## config.mk

```make
export PLATFORM = sky130hd
export DESIGN_NAME = rx_frame_ctrl
export DESIGN_NICKNAME = d
export VERILOG_FILES = /design/src/rtl/rx_frame_ctrl.sv
export SDC_FILE = /design/constraint.sdc
export NUM_CORES = 1
export LEC_CHECK = 0
export ABC_AREA = 1
export BUFFER_PORTS_ARGS = -buffer_cell sky130_fd_sc_hd__buf_4
export CORE_MARGIN = 2
export CORE_UTILIZATION = 45
export DETAILED_ROUTE_END_ITERATION = 8
export PLACE_DENSITY = 0.68
export SLEW_MARGIN = 15
export SYNTH_ARGS = -nofsm -noshare
export SYNTH_HDL_FRONTEND = slang
export SYNTH_SLANG_ARGS = --single-unit
export TNS_END_PERCENT = 30
```

## constraint.sdc

```tcl
create_clock -name clk -period 1.9 [get_ports clk]
set_input_delay 0.095 -clock clk [delete_from_list [all_inputs] [get_ports clk]]
set_output_delay 0.095 -clock clk [all_outputs]
set_load 0.05 [all_outputs]
```

## src/rtl/rx_frame_ctrl.sv

```systemverilog
// rx_frame_ctrl: Ethernet receive framing controller.
//
// Finds the preamble/SFD on the PHY byte stream, forwards the frame body (FCS
// included) to a CRC checker and to a downstream consumer, and reports a
// per-frame verdict built from PHY errors, length limits and the CRC result.
//
// Ports
//   clk        in   clock, rising edge
//   rst_n      in   asynchronous active-low reset
//   rx_data    in   8  PHY receive byte
//   rx_dv      in   1  PHY data valid (high for the whole frame incl. preamble)
//   rx_er      in   1  PHY receive error
//   crc_data   out  8  byte to the CRC checker
//   crc_valid  out  1  crc_data qualifier
//   crc_last   out  1  end-of-frame strobe to the CRC checker (also re-inits it)
//   crc_error  in   1  registered CRC verdict, valid the cycle after crc_last
//   out_data   out  8  payload byte to downstream
//   out_valid  out  1  out_data qualifier
//   out_last   out  1  end marker, asserted with out_valid=0
//   frame_good out  1  one-cycle pulse: frame accepted
//   frame_bad  out  1  one-cycle pulse: frame rejected
//   err_code   out  2  0 none, 1 CRC, 2 length, 3 PHY; held between pulses
//   frame_len  out  11 byte count of the last frame (saturating); held
module rx_frame_ctrl #(
  parameter int unsigned MIN_LEN = 64,
  parameter int unsigned MAX_LEN = 1518
) (
  input  logic        clk,
  input  logic        rst_n,
  input  logic [7:0]  rx_data,
  input  logic        rx_dv,
  input  logic        rx_er,
  output logic [7:0]  crc_data,
  output logic        crc_valid,
  output logic        crc_last,
  input  logic        crc_error,
  output logic [7:0]  out_data,
  output logic        out_valid,
  output logic        out_last,
  output logic        frame_good,
  output logic        frame_bad,
  output logic [1:0]  err_code,
  output logic [10:0] frame_len
);

  typedef enum logic [2:0] {
    StIdle,
    StPreamble,
    StData,
    StCheck,
    StDrop
  } state_e;

  localparam logic [7:0]  PreambleByte = 8'h55;
  localparam logic [7:0]  SfdByte      = 8'hD5;
  localparam logic [10:0] CntSat       = 11'h7FF;
  // Byte count at which a frame is declared oversized and truncated.
  localparam int unsigned OvfLen       = MAX_LEN + 1;

  localparam logic [1:0] ErrNone = 2'd0;
  localparam logic [1:0] ErrCrc  = 2'd1;
  localparam logic [1:0] ErrLen  = 2'd2;
  localparam logic [1:0] ErrPhy  = 2'd3;

  state_e      state_q;
  logic [10:0] byte_cnt_q;
  logic        phy_err_q;
  logic        len_err_q;
  // End-of-frame strobe cycle in DATA; the CRC verdict is only valid one
  // cycle after crc_last, so CHECK follows this cycle.
  logic        fin_q;
  // Truncated frame still owes its crc_last/out_last strobe.
  logic        ovf_last_q;

  logic [10:0] cnt_inc;

  always_comb begin
    cnt_inc = (byte_cnt_q == CntSat) ? byte_cnt_q : byte_cnt_q + 11'd1;
  end

  // Verdict priority: PHY error, then length, then CRC.
  function automatic logic [1:0] status_code(input logic        phy,
                                             input logic        len,
                                             input logic [10:0] cnt,
                                             input logic        crc);
    if (phy) begin
      return ErrPhy;
    end else if (len || (32'(cnt) < MIN_LEN)) begin
      return ErrLen;
    end else if (crc) begin
      return ErrCrc;
    end
    return ErrNone;
  endfunction

  logic [1:0] chk_code;
  logic [1:0] drop_code;

  always_comb begin
    chk_code  = status_code(phy_err_q, len_err_q, byte_cnt_q, crc_error);
    // An oversized frame is reported without waiting on the CRC checker.
    drop_code = status_code(phy_err_q, 1'b1, byte_cnt_q, 1'b0);
  end

  always_ff @(posedge clk or negedge rst_n) begin
    if (!rst_n) begin
      state_q    <= StIdle;
      byte_cnt_q <= '0;
      phy_err_q  <= 1'b0;
      len_err_q  <= 1'b0;
      fin_q      <= 1'b0;
      ovf_last_q <= 1'b0;
      crc_data   <= '0;
      crc_valid  <= 1'b0;
      crc_last   <= 1'b0;
      out_data   <= '0;
      out_valid  <= 1'b0;
      out_last   <= 1'b0;
      frame_good <= 1'b0;
      frame_bad  <= 1'b0;
      err_code   <= '0;
      frame_len  <= '0;
    end else begin
      // Strobes default low; data outputs hold their last value.
      crc_valid  <= 1'b0;
      out_valid  <= 1'b0;
      crc_last   <= 1'b0;
      out_last   <= 1'b0;
      frame_good <= 1'b0;
      frame_bad  <= 1'b0;

      unique case (state_q)
        StIdle: begin
          if (rx_dv) begin
            state_q <= (rx_data == PreambleByte) ? StPreamble : StDrop;
          end
        end

        StPreamble: begin
          if (!rx_dv) begin
            state_q <= StIdle;
          end else if (rx_data == PreambleByte) begin
            state_q <= StPreamble;
          end else if (rx_data == SfdByte) begin
            state_q    <= StData;
            byte_cnt_q <= '0;
            phy_err_q  <= 1'b0;
            len_err_q  <= 1'b0;
            fin_q      <= 1'b0;
            ovf_last_q <= 1'b0;
          end else begin
            state_q <= StDrop;
          end
        end

        StData: begin
          if (fin_q) begin
            // Strobe cycle done; any rx_dv here belongs to no frame.
            fin_q   <= 1'b0;
            state_q <= StCheck;
          end else if (!rx_dv) begin
            crc_last <= 1'b1;
            out_last <= 1'b1;
            fin_q    <= 1'b1;
          end else begin
            crc_data   <= rx_data;
            out_data   <= rx_data;
            crc_valid  <= 1'b1;
            out_valid  <= 1'b1;
            byte_cnt_q <= cnt_inc;
            if (rx_er) begin
              phy_err_q <= 1'b1;
            end
            if (32'(cnt_inc) == OvfLen) begin
              len_err_q  <= 1'b1;
              ovf_last_q <= 1'b1;
              state_q    <= StDrop;
            end
          end
        end

        StCheck: begin
          frame_good <= (chk_code == ErrNone);
          frame_bad  <= (chk_code != ErrNone);
          err_code   <= chk_code;
          frame_len  <= byte_cnt_q;
          state_q    <= rx_dv ? StDrop : StIdle;
        end

        StDrop: begin
          if (ovf_last_q) begin
            crc_last   <= 1'b1;
            out_last   <= 1'b1;
            ovf_last_q <= 1'b0;
          end
          if (!rx_dv) begin
            state_q <= StIdle;
            if (len_err_q) begin
              frame_good <= 1'b0;
              frame_bad  <= 1'b1;
              err_code   <= drop_code;
              frame_len  <= byte_cnt_q;
              len_err_q  <= 1'b0;
            end
          end
        end

        default: begin
          state_q <= StIdle;
        end
      endcase
    end
  end

endmodule

```

==> flow_summary.toml <==
[setup_path]
crit_path_max_fanout = 7
worstPathCellList = "ha_4, nand2_4, nor2_8, nand2_2, nand2_2, o21ai_2, nor3_2, nand3_2, nand2_2, buf_4, nand4_1, nand2_1"
worstPathArrival_ns = 2.06
timing.critical_path.slowest_stage_cell = "sky130_fd_sc_hd__dfrtp_1"
worst_path_dominant_cell_family = "simple AND/OR/NAND/NOR gates"
timing.critical_path.to_type = "flop"
crit_path_frequent_cell = "sky130_fd_sc_hd__nand2_2"
maximum_cell_stage_delay_along_the_critical_path_ns = 0.44
criticalPathCategory = "flop to flop"
critPathBufInv = 1
rrSetupSlack_ns = 0.07
critical_path_required_time_ns = 2.13
critical_path.startpoint_type = "flop"

[floorplanning]
die_area_um2 = 5710
die-height_um = 75.6
io-pin-count = 48
start_util = 0.460
fp.dieW_um = 75.6
core-area_um2 = 5010
num_rows = 26

[sta]
timing.final.crit_share = 0.962
whs_ns = 0.0120
max_clock_freq_mhz = 547
skew_ns = 0.00593
max_slew.worst_pin.slew_ns = 0.543
unrepaired_setup_endpoints_after_global_routing = "yes"
hold_viol_final = 0
post-route-min-period_ns = 1.83
setup_ws_ns = 0.0719
slew-limit-headroom = 0.638
final-max-slew-violation-count = 0
finalSetupViolations = 0
finalSetupTns_ns = 0

[job]
drv_cap = 0

[logic_synthesis]
synth.yosys.seq_area_share = 0.467
synthesis.yosys.warnings = 0
ys_seq_elements = 43
synth_async_sr_flop_share = 1.00
post_synth_inst_count = 287
postSynthNetCount = 301
synth.distinct_cells = 35
synth_area_um2 = 2310
number_of_enable_type_register_cells_in_the_synthesized_netlist = 0
synth_area_per_cell_um2 = 8.03
ys_flop_type = "sky130_fd_sc_hd__dfrtp_1"

[placement]
half_perimeter_wire_length_after_placement_um = 3600
port_buffer_cells = 47
placed_cells_incl_taps = 393
globalplace.congestion = 0.876
post-place-ws_ns = 0.0663

[clocking]
numCtsBuffers = 5
clock_path_buffers = 2
clock_tree.htree_level_count = 2
clock_sink_count = 43
clock_insertion_delay_worst_skew_ns = 0.29
clk_transition_reported_paths_ns = 0.08
tritoncts = "yes"
clock-root-buffer = "sky130_fd_sc_hd__clkbuf_8"

[drt]
routed_wirelength_normalized_by_instance_count_um = 12.2
routed_wl_um = 5000
route.antenna.remaining_nets = 0
vias_per_cell = 4.92
drt_first_iter_violations = 125
dr.pass1.iters = 4
vias = 2007
drcViolationCount = 0

[grt]
gr-total-overflow = 0
first_global_vias = 1730
number_of_antenna_violations_at_the_first_check_in_global_routing = 0
groute.usage.overall = 0.178
grt_max_degree = 44
grt_pass1_wl_um = 7730

[layout]
area_grow_syn2layout_pct = 25.0
layout-drive-gt1-share = 0.275
area_used_by_multi_input_combinational_logic_um2 = 1050
fin_cells = 408
fin_util = 0.575
nets_final = 352
regArea_um2 = 1080
inserted_diodes = 0
fillerInstances = 473

[power_and_ir_drop]
internal-power_w = 0.00151
sequentialPowerShare = 0.426
p_switching_w = 0.000817
switching_share = 0.351
comb_power_share = 0.326
pwr-share-clk = 0.248
peak_supply_drop_mv = 0.341
power-per-cell-area_nw_per_um2 = 807
cellLeakagePower_nw = 1.61

[min_path]
worst_hold_path_type = "input port to flop"

[outcome]
run_status = "finished, final reports clean"
[synth_stat cells (2+ instances only)]
| cell type | count | share of area |
|---|---|---|
| sky130_fd_sc_hd__inv_2 | 3 | 0.0049 |
| sky130_fd_sc_hd__nand4_1 | 9 | 0.024 |
| sky130_fd_sc_hd__nor2_8 | 3 | 0.026 |
| sky130_fd_sc_hd__nand3_1 | 16 | 0.035 |
| sky130_fd_sc_hd__nand2_2 | 4 | 0.011 |
| sky130_fd_sc_hd__inv_1 | 31 | 0.050 |
| sky130_fd_sc_hd__nor2_1 | 19 | 0.031 |
| sky130_fd_sc_hd__nand2_1 | 90 | 0.15 |
| sky130_fd_sc_hd__o21ai_0 | 25 | 0.054 |
| sky130_fd_sc_hd__buf_4 | 12 | 0.039 |
| sky130_fd_sc_hd__o22ai_2 | 2 | 0.011 |
| sky130_fd_sc_hd__nor3_1 | 3 | 0.0065 |
| sky130_fd_sc_hd__o211ai_1 | 2 | 0.0065 |
| sky130_fd_sc_hd__o21ai_1 | 3 | 0.0065 |
| sky130_fd_sc_hd__a21oi_1 | 3 | 0.0065 |
| sky130_fd_sc_hd__dfrtp_1 | 43 | 0.47 |
[per-stage QoR]
stage | power (W) | instance area, um2
2_1_floorplan | 0.00153 | 2310
3_5_place_dp | 0.00168 | 2680
3_3_place_gp | 0.00167 | 2680
5_1_grt | 0.00249 | 2880
6_report | 0.00233 | 2880
4_1_cts | 0.00227 | 2790
[cell families after synthesis]
| kind of cell | after synthesis | synth area share |
|---|---|---|
| AO/OA/AOI/OAI | 41 | 0.104 |
| XOR/XNOR | 1 | 0.00380 |
| adder cells (fa/ha/maj) | 1 | 0.00543 |
| buffers and inverters | 49 | 0.103 |
| flip-flops | 43 | 0.467 |
| AND/OR/NAND/NOR | 152 | 0.317 |
[placed cells by master (no fill, tap or decap), types with 2 or more instances in the layout]
| master | Yosys | routed |
|---|---|---|
| sky130_fd_sc_hd__a21oi_1 | 3 | 3 |
| sky130_fd_sc_hd__buf_4 | 12 | 55 |
| sky130_fd_sc_hd__clkbuf_8 | 0 | 6 |
| sky130_fd_sc_hd__dfrtp_1 | 43 | 43 |
| sky130_fd_sc_hd__dlygate4sd3_1 | 0 | 2 |
| sky130_fd_sc_hd__inv_1 | 31 | 31 |
| sky130_fd_sc_hd__inv_2 | 3 | 3 |
| sky130_fd_sc_hd__nand2_1 | 90 | 88 |
| sky130_fd_sc_hd__nand2_2 | 4 | 5 |
| sky130_fd_sc_hd__nand3_1 | 16 | 13 |
| sky130_fd_sc_hd__nand3_2 | 1 | 5 |
| sky130_fd_sc_hd__nand4_1 | 9 | 9 |
| sky130_fd_sc_hd__nor2_1 | 19 | 16 |
| sky130_fd_sc_hd__nor2_2 | 1 | 4 |
| sky130_fd_sc_hd__nor2_8 | 3 | 3 |
| sky130_fd_sc_hd__nor3_1 | 3 | 3 |
| sky130_fd_sc_hd__o211ai_1 | 2 | 2 |
| sky130_fd_sc_hd__o21ai_0 | 25 | 25 |
| sky130_fd_sc_hd__o21ai_1 | 3 | 2 |
| sky130_fd_sc_hd__o21ai_2 | 1 | 2 |
| sky130_fd_sc_hd__o22ai_2 | 2 | 2 |
[tightest hold or removal path: cells and delay by family]
family | cells | cell delay [ns]
AND/OR/NAND/NOR | 2 | 0.09
buffers and inverters | 1 | 0.08
[flip-flops by register name, summed over array words and instances, names as in the netlist, 2 cells and up]
| signal | flops |
|---|---|
| out_data | 8 |
| state_q | 3 |
| byte_cnt_q | 11 |
| frame_len | 11 |
| err_code | 2 |
[routing by layer]
metal  part of all wire  GRT usage
met5                  0          0
met4             0.0064     0.0526
met3              0.041     0.0331
met2               0.48      0.294
met1               0.48      0.241
[power by group through the flow]
| stage | registers, W | logic (W) | clock network [W] |
|---|---|---|---|
| floorplan | 0.00104 | 0.000493 | 0 |
| global placement | 0.00101 | 0.000668 | 0 |
| detailed placement | 0.00101 | 0.000671 | 0 |
| CTS | 0.000989 | 0.000675 | 0.000603 |
| global route | 0.000996 | 0.000850 | 0.000644 |
| finish | 0.000991 | 0.000758 | 0.000578 |
[worst paths after layout]
check	cells after the start	endpoint	startpoint
worst max register to register	12	len_err_q	byte_cnt_q[0]
worst max-delay path	12	len_err_q	byte_cnt_q[0]
max in group asynchronous	2	byte_cnt_q[4]	rst_n
min in group asynchronous	2	out_data[4]	rst_n
worst min register to register	2	ovf_last_q	ovf_last_q
worst min-delay path	3	out_data[5]	rx_data[5]
[final cells by class]
class / instances / share of cell area
inverters: 34 / 0.0443
multi-input cells: 196 / 0.365
repair buffers: 58 / 0.157
clock buffers: 6 / 0.0286
clock inverters: 1 / 0.00174
well taps: 70 / 0.0304
flip-flops and latches: 43 / 0.373
[repair_timing]
action / 4_1_cts / 5_1_grt
endpoints found under the setup margin: 0 / 5
resized for setup: 0 / 12
hold buffers: 2 / 0
buffers inserted: 0 / 5
hold endpoints to repair: 44 / 0
Power figures use the tool's default switching activity.
